$ cat src/rtl/alu_accum_seq.sv
// Accumulator ALU with valid/ready operation handshake, a shift-add multiplier
// and an OFF/READY/RUN/ERROR control FSM with a sticky overflow flag.
module alu_accum_seq #(
  parameter int WIDTH = 8
) (
  input  logic             clk,
  input  logic             rst,
  input  logic             on,
  input  logic             op_valid,
  output logic             op_ready,
  input  logic [2:0]       op_code,
  input  logic             src_sel,
  input  logic [WIDTH-1:0] num1,
  input  logic [WIDTH-1:0] num2,
  output logic [WIDTH-1:0] result,
  output logic             res_valid,
  output logic             overflow,
  output logic [1:0]       state
);

  localparam int CW = $clog2(WIDTH);

  typedef enum logic [1:0] {
    S_OFF   = 2'b00,
    S_READY = 2'b01,
    S_RUN   = 2'b10,
    S_ERROR = 2'b11
  } state_e;

  typedef enum logic [2:0] {
    OP_AND = 3'd0, OP_OR = 3'd1, OP_XOR = 3'd2, OP_NOT  = 3'd3,
    OP_ADD = 3'd4, OP_SUB = 3'd5, OP_MUL = 3'd6, OP_LOAD = 3'd7
  } op_e;

  state_e             state_q, state_d;
  logic [WIDTH-1:0]   acc_q, acc_d;
  logic               ovf_q, ovf_d;
  logic               rv_q, rv_d;
  logic [2*WIDTH-1:0] mcand_q, mcand_d;
  logic [2*WIDTH-1:0] prod_q, prod_d;
  logic [WIDTH-1:0]   mplier_q, mplier_d;
  logic [CW-1:0]      cnt_q, cnt_d;

  logic               accept;
  logic [WIDTH-1:0]   op_a;
  logic [WIDTH:0]     sum;
  logic [2*WIDTH-1:0] prod_step;

  assign op_ready  = (state_q == S_READY) && on;
  assign accept    = op_ready && op_valid;
  assign op_a      = src_sel ? num1 : acc_q;
  assign sum       = {1'b0, op_a} + {1'b0, num2};
  assign prod_step = prod_q + (mplier_q[0] ? mcand_q : '0);

  assign result    = acc_q;
  assign res_valid = rv_q;
  assign overflow  = ovf_q;
  assign state     = state_q;

  always_comb begin
    // NOTE: every next-state signal gets a default first so no path leaves it unassigned (no latches).
    state_d  = state_q;
    acc_d    = acc_q;
    ovf_d    = ovf_q;
    rv_d     = 1'b0;
    mcand_d  = mcand_q;
    prod_d   = prod_q;
    mplier_d = mplier_q;
    cnt_d    = cnt_q;

    unique case (state_q)
      S_OFF: begin
        if (on) state_d = S_READY;
      end

      S_READY: begin
        if (accept) begin
          ovf_d = 1'b0;
          if (op_code == OP_MUL) begin
            // Operands are latched here so later input changes cannot disturb the multiply.
            state_d  = S_RUN;
            mcand_d  = {{WIDTH{1'b0}}, op_a};
            mplier_d = num2;
            prod_d   = '0;
            cnt_d    = '0;
          end else begin
            rv_d = 1'b1;
            unique case (op_code)
              OP_AND:  acc_d = op_a & num2;
              OP_OR:   acc_d = op_a | num2;
              OP_XOR:  acc_d = op_a ^ num2;
              OP_NOT:  acc_d = ~op_a;
              OP_ADD: begin
                acc_d = sum[WIDTH-1:0];
                ovf_d = sum[WIDTH];
              end
              OP_SUB: begin
                acc_d = op_a - num2;
                ovf_d = (op_a < num2);
              end
              default: acc_d = num1;
            endcase
          end
        end else if (!on) begin
          state_d = S_OFF;
        end
      end

      S_RUN: begin
        prod_d   = prod_step;
        mcand_d  = mcand_q << 1;
        mplier_d = mplier_q >> 1;
        cnt_d    = cnt_q + CW'(1);
        if (cnt_q == CW'(WIDTH - 1)) begin
          acc_d = prod_step[WIDTH-1:0];
          rv_d  = 1'b1;
          if (|prod_step[2*WIDTH-1:WIDTH]) begin
            ovf_d   = 1'b1;
            state_d = S_ERROR;
          end else begin
            state_d = S_READY;
          end
        end
      end

      default: begin
        state_d = on ? S_READY : S_OFF;
      end
    endcase
  end

  // NOTE: sequential state uses non-blocking assignments so all registers update from pre-edge values.
  always_ff @(posedge clk or posedge rst) begin
    if (rst) begin
      state_q  <= S_OFF;
      acc_q    <= '0;
      ovf_q    <= 1'b0;
      rv_q     <= 1'b0;
      mcand_q  <= '0;
      prod_q   <= '0;
      mplier_q <= '0;
      cnt_q    <= '0;
    end else begin
      state_q  <= state_d;
      acc_q    <= acc_d;
      ovf_q    <= ovf_d;
      rv_q     <= rv_d;
      mcand_q  <= mcand_d;
      prod_q   <= prod_d;
      mplier_q <= mplier_d;
      cnt_q    <= cnt_d;
    end
  end

endmodule
$ cat config.mk
export PLATFORM = sky130hd
export DESIGN_NAME = alu_accum_seq
export DESIGN_NICKNAME = d
export VERILOG_FILES = /design/src/rtl/alu_accum_seq.sv
export SDC_FILE = /design/constraint.sdc
export NUM_CORES = 1
export LEC_CHECK = 0
export ABC_AREA = 1
export CAP_MARGIN = 20
export CORE_MARGIN = 2
export CORE_UTILIZATION = 61
export CTS_BUF_LIST = sky130_fd_sc_hd__clkbuf_4 sky130_fd_sc_hd__clkbuf_8
export DETAILED_ROUTE_END_ITERATION = 12
export PLACE_DENSITY = 0.87
export REMOVE_ABC_BUFFERS = 1
export SYNTH_ARGS = -nofsm -noshare
export SYNTH_HDL_FRONTEND = slang
export SYNTH_SLANG_ARGS = --single-unit
$ cat constraint.sdc
create_clock -name clk -period 3 [get_ports clk]
set_input_delay 0.45 -clock clk [delete_from_list [all_inputs] [get_ports clk]]
set_output_delay 0.45 -clock clk [all_outputs]
set_load 0.01 [all_outputs]
* After elaboration in Yosys (flattened, before gate mapping)
Index checks and enable logic that the tools add are counted.
Storage, ports and cells: input port bits 24, flip-flop bits (word level) 55, output and inout port bits 13, logic and storage cells 81
Operators by class: $add $sub $neg 4, magnitude comparators 1, multiplexer cells 37, reductions and logical operators 10, bitwise gates (word level) 4, equality and inequality tests 17
Operators by type and width (count):
- $mux 16 | 5
- $pmux 16 s2 | 2
- $mux 8 | 6
- $pmux 8 s6 | 1
- $pmux 8 s2 | 2
- $add 16x16->16 | 1
- $eq 3x3->1 const B | 4
- $mux 2 | 6
- $reduce_and 4->1 | 3
- $ne 2x2->1 const B | 5
- $add 8x8->9 | 1
- $and 8x8->8 | 1
- $lt 8x8->1 | 1
- $mux 1 | 8
- $not 8->8 | 1
- $or 8x8->8 | 1
- $reduce_or 8->1 | 1
- $sub 8x8->8 | 1
- $xor 8x8->8 | 1
- $eq 3x2->1 const B | 2
- $mux 3 | 2
- $pmux 1 s2 | 3
- $pmux 2 s3 | 1
- $pmux 3 s2 | 1
- 12 further kinds | 13

* Depth between registers and ports, before layout
depth in word-level cells 6, mapped depth 20, mapped depth without buffers 19

* Least setup slack after synthesis
No wires, ideal clock.
kind input-to-reg, start point input port src_sel, end point register acc_q[6] (netlist: result[6]), path buffers 1, arrival time 2412 ps, setup time 121 ps, data required time 2879 ps, stages 14, setup slack 467 ps, cells stage by stage buf_2 > o21ai_0 > inv_1 > fa_1 > inv_1 > nand2_1 > a21oi_1 > a21oi_1 > nand2_1 > nand2_1 > a21oi_1 > nand2_1 > nand3_1 > a21boi_1
Between the ends: longest elaborated chain between the ends 6, elaborated cells between the ends (all ways) 11, classes of those cells add/sub: 2; mux: 5; bitwise: 4
Ends and longest elaborated chain:
- from (decl) | line 12 | input logic src_sel,
- $mux 8 * | line 51 | assign op_a = src_sel ? num1 : acc_q;
- $sub 8x8->8 (tied with other cells) | line 98 | acc_d = op_a - num2;
- $pmux 8 s6 * | line 88 | unique case (op_code)
- $mux 8 * | line 79 | if (op_code == OP_MUL) begin
- $mux 8 * | line 77 | if (accept) begin
- $pmux 8 s2 * | line 71 | unique case (state_q)
- to (signal assigned) | line 136 | acc_q <= '0;
- to (signal assigned) | line 145 | acc_q <= acc_d;
- to (decl) | line 36 | logic [WIDTH-1:0] acc_q, acc_d;
Mark *: on every way between the ends. The rest lies on a longest branch, timed or not. The select of a mux whose other input is x is not followed. A chain may end at the register's enable or synchronous reset.

* Worst setup path after layout
Ends and elaborated chain as after synthesis.

==> results_dict.tcl <==
set metrics [dict create \
    dieArea_mm2 0.00863 \
    setup_ws_ps 250 \
    ys_seq_area_frac 0.285 \
    finalSetupViolCount 0 \
    hold_path.class "in2async" \
    synth-simple-area-share 0.286 \
    drv_slew 0 \
    drc 0 \
    post-cts-setup-buffer-count 0 \
    stdcell_area_mm2 0.00545 \
    grt_first_pass_wirelength_um 21100 \
    wl_met3_um 657 \
    cts-root-buf "clkbuf_8" \
    drtIter0Drc 271 \
    num_io_pins 37 \
    gr-total-overflow 0 \
    critPathLaunchType "input pin" \
    wire_per_inst_um 14.6 \
    ctsLongestPathBuffers 2 \
    dr_wl_met2_um 6210 \
    grt_usage 0.306 \
    grt_pass1_vias 4542 \
    fill_cells 667 \
    cts_resized 0 \
    antenna_found_initial 0 \
    synthMuxAreaShare 0 \
    synth-edff-count 0 \
    synth_top_family_by_area "simple AND/OR/NAND/NOR gates" \
    total_power_mw 3.60 \
    die_h_um 92.9 \
    powerDensity_mw_per_mm2 661 \
    cts_tree "done" \
    crit_fanout 12 \
    numCtsBuffers 5 \
    placed_cell_area_mm2 0.00536 \
    drive_above_1_share 0.0666 \
    clk_pin_slew_worst_paths_ps 110 \
    ys_seq_elements 55 \
    end_kind "register" \
    drt_wl_total_um 12700 \
    synthArstFlopShare 1.00 \
    period_minus_slack_ps 2750 \
    num_rows 32 \
    finalNetCount 837 \
    ant_nets 0 \
    worst-setup-path-type "in2reg" \
    fin_skew_ps 11.2 \
    chipWidth_um 92.9 \
    synth_fa_ha_area_frac 0.129 \
    vias_per_cell 5.55 \
    place_congestion 0.989 \
    final-hold-violation-count 0 \
    arrival_ps 2970 \
    grt_max_degree 40 \
    min_period_over_period 0.917 \
    yosysWarnings 0 \
    mostFrequentLayoutCells "219 x nand2_1, 129 x inv_1, 55 x dfrtp_1" \
    routed.top_layer "met4" \
    syn-mean-instance-area_um2 6.69 \
    synthCells 721 \
    relSlewSlack 0.541 \
    cp.required_ps 3220 \
    outcome "finished, final reports clean" \
    layout_commonest_cell "nand2_1" \
    core_mm2 0.00769 \
    clkLatencyLatePin_ps 330 \
    fmax_mhz 364 \
    netlist_area_mm2 0.00482 \
    max_slew.worst_pin.slew_ps 687 \
    htreeDepth 2 \
    syn_to_final_growth_pct 13.0 \
    ys_types 44 \
    place_ws_ps -61.4 \
    initial_utilization 0.627 \
    antenna_cells 0 \
    synth_compound_area_frac 0.176 \
    dpl.hpwl_um 9970 \
    wl_met1_um 5370 \
    cts_sinks 55 \
    firstDrtPassIters 6 \
    peakVddDrop_mv 0.359 \
    synth_ff_type "dfrtp_1" \
    power_leakage_nw 3.04 \
    final_util 0.709 \
    vias 4817 \
    io_buffers 36 \
    r2r_setup_slack_ps 360 \
    maxCapViolCount 0 \
    hold_buffers 0 \
    synth_xor_area_frac 0.00182 \
    rsz0062_at_grt "no" \
]
## Yosys cell counts (all sizes together), types with 5 or more instances
cell | n | area (µm²)
dfrtp | 55 | 1380
buf | 9 | 57.6
nor2 | 47 | 203
o211ai | 8 | 60.1
or2 | 6 | 37.5
nand4 | 6 | 37.5
ha | 45 | 563
a21oi | 33 | 176
o21ai | 65 | 348
clkbuf | 7 | 26.3
nand3 | 31 | 155
nor3 | 7 | 46.3
a22o | 5 | 43.8
nand2 | 222 | 846
inv | 134 | 503
o22ai | 11 | 68.8
## area by class of cell
class	count	area [µm²]	share of cell area
tap	102	128	0.0234
multi-input combinational	516	2860	0.525
clock buffer	5	68.8	0.0126
clock inverter	3	27.5	0.00505
sequential	55	1380	0.252
timing repair buffer	53	488	0.0895
inverter	134	503	0.0923
## metal layers
metal / vias to the layer above / global-route usage
met3: 33 / 0.0301
li1: 2392 / -
met4: 0 / 0.135
met2: 155 / 0.524
met5: - / 0
met1: 2237 / 0.393
## cell families after synthesis
family / after synthesis
and+or+nand+nor: 327
buffers and inverters: 150
AOI/OAI and AO/OA: 140
DFF: 55
adders and majority gates: 48
xor gates and xnor gates: 1
## critical path: stages
cell,delay [ps]
clkdlybuf4s50_1,400
buf_4,180
o21ai_0,240
inv_1,90
ha_1,220
fa_1,390
inv_1,70
nand2_1,70
a21oi_1,250
a21oi_1,160
nand2_1,90
nand2_1,50
a21oi_1,120
nand2_1,70
nand3_1,70
a21boi_1,60
## stage by stage
stage               std cells  hold WS (ps)  setup TNS [ps]
finish                    868           419               0
global route              868           455               0
CTS                       868           432               0
detailed placement        860           465            -134
global placement          860           464               0
floorplan                 705           448               0
## registers in the layout (all words and copies together) (netlist names)
register   flops
prod_q        16
mcand_q       16
overflow       1
state          2
result         8
mplier_q       8
res_valid      1
cnt_q          3
## worst paths after layout
path / from / endpoint / depth (start not counted)
worst max-delay path: src_sel / result[6]$_DFFE_PP0P_ / 16
worst min-delay path: rst / prod_q[6]$_DFFE_PP0P_ / 2
worst max register to register: mplier_q[0]$_DFFE_PP0P_ / state[1]$_DFFE_PP0P_ / 17
worst min register to register: cnt_q[0]$_DFFE_PP0P_ / cnt_q[0]$_DFFE_PP0P_ / 1
max in group asynchronous: rst / mcand_q[2]$_DFFE_PP0P_ / 3
min in group clk: cnt_q[0]$_DFFE_PP0P_ / cnt_q[0]$_DFFE_PP0P_ / 1
## where the power goes
part / total, mW / switching [mW] / internal, mW
combinational: 2.02 / 1.26 / 0.766
clock: 0.456 / 0.284 / 0.172
sequential: 1.12 / 0.161 / 0.961
No activity file was read; power rests on OpenSTA's default activity.
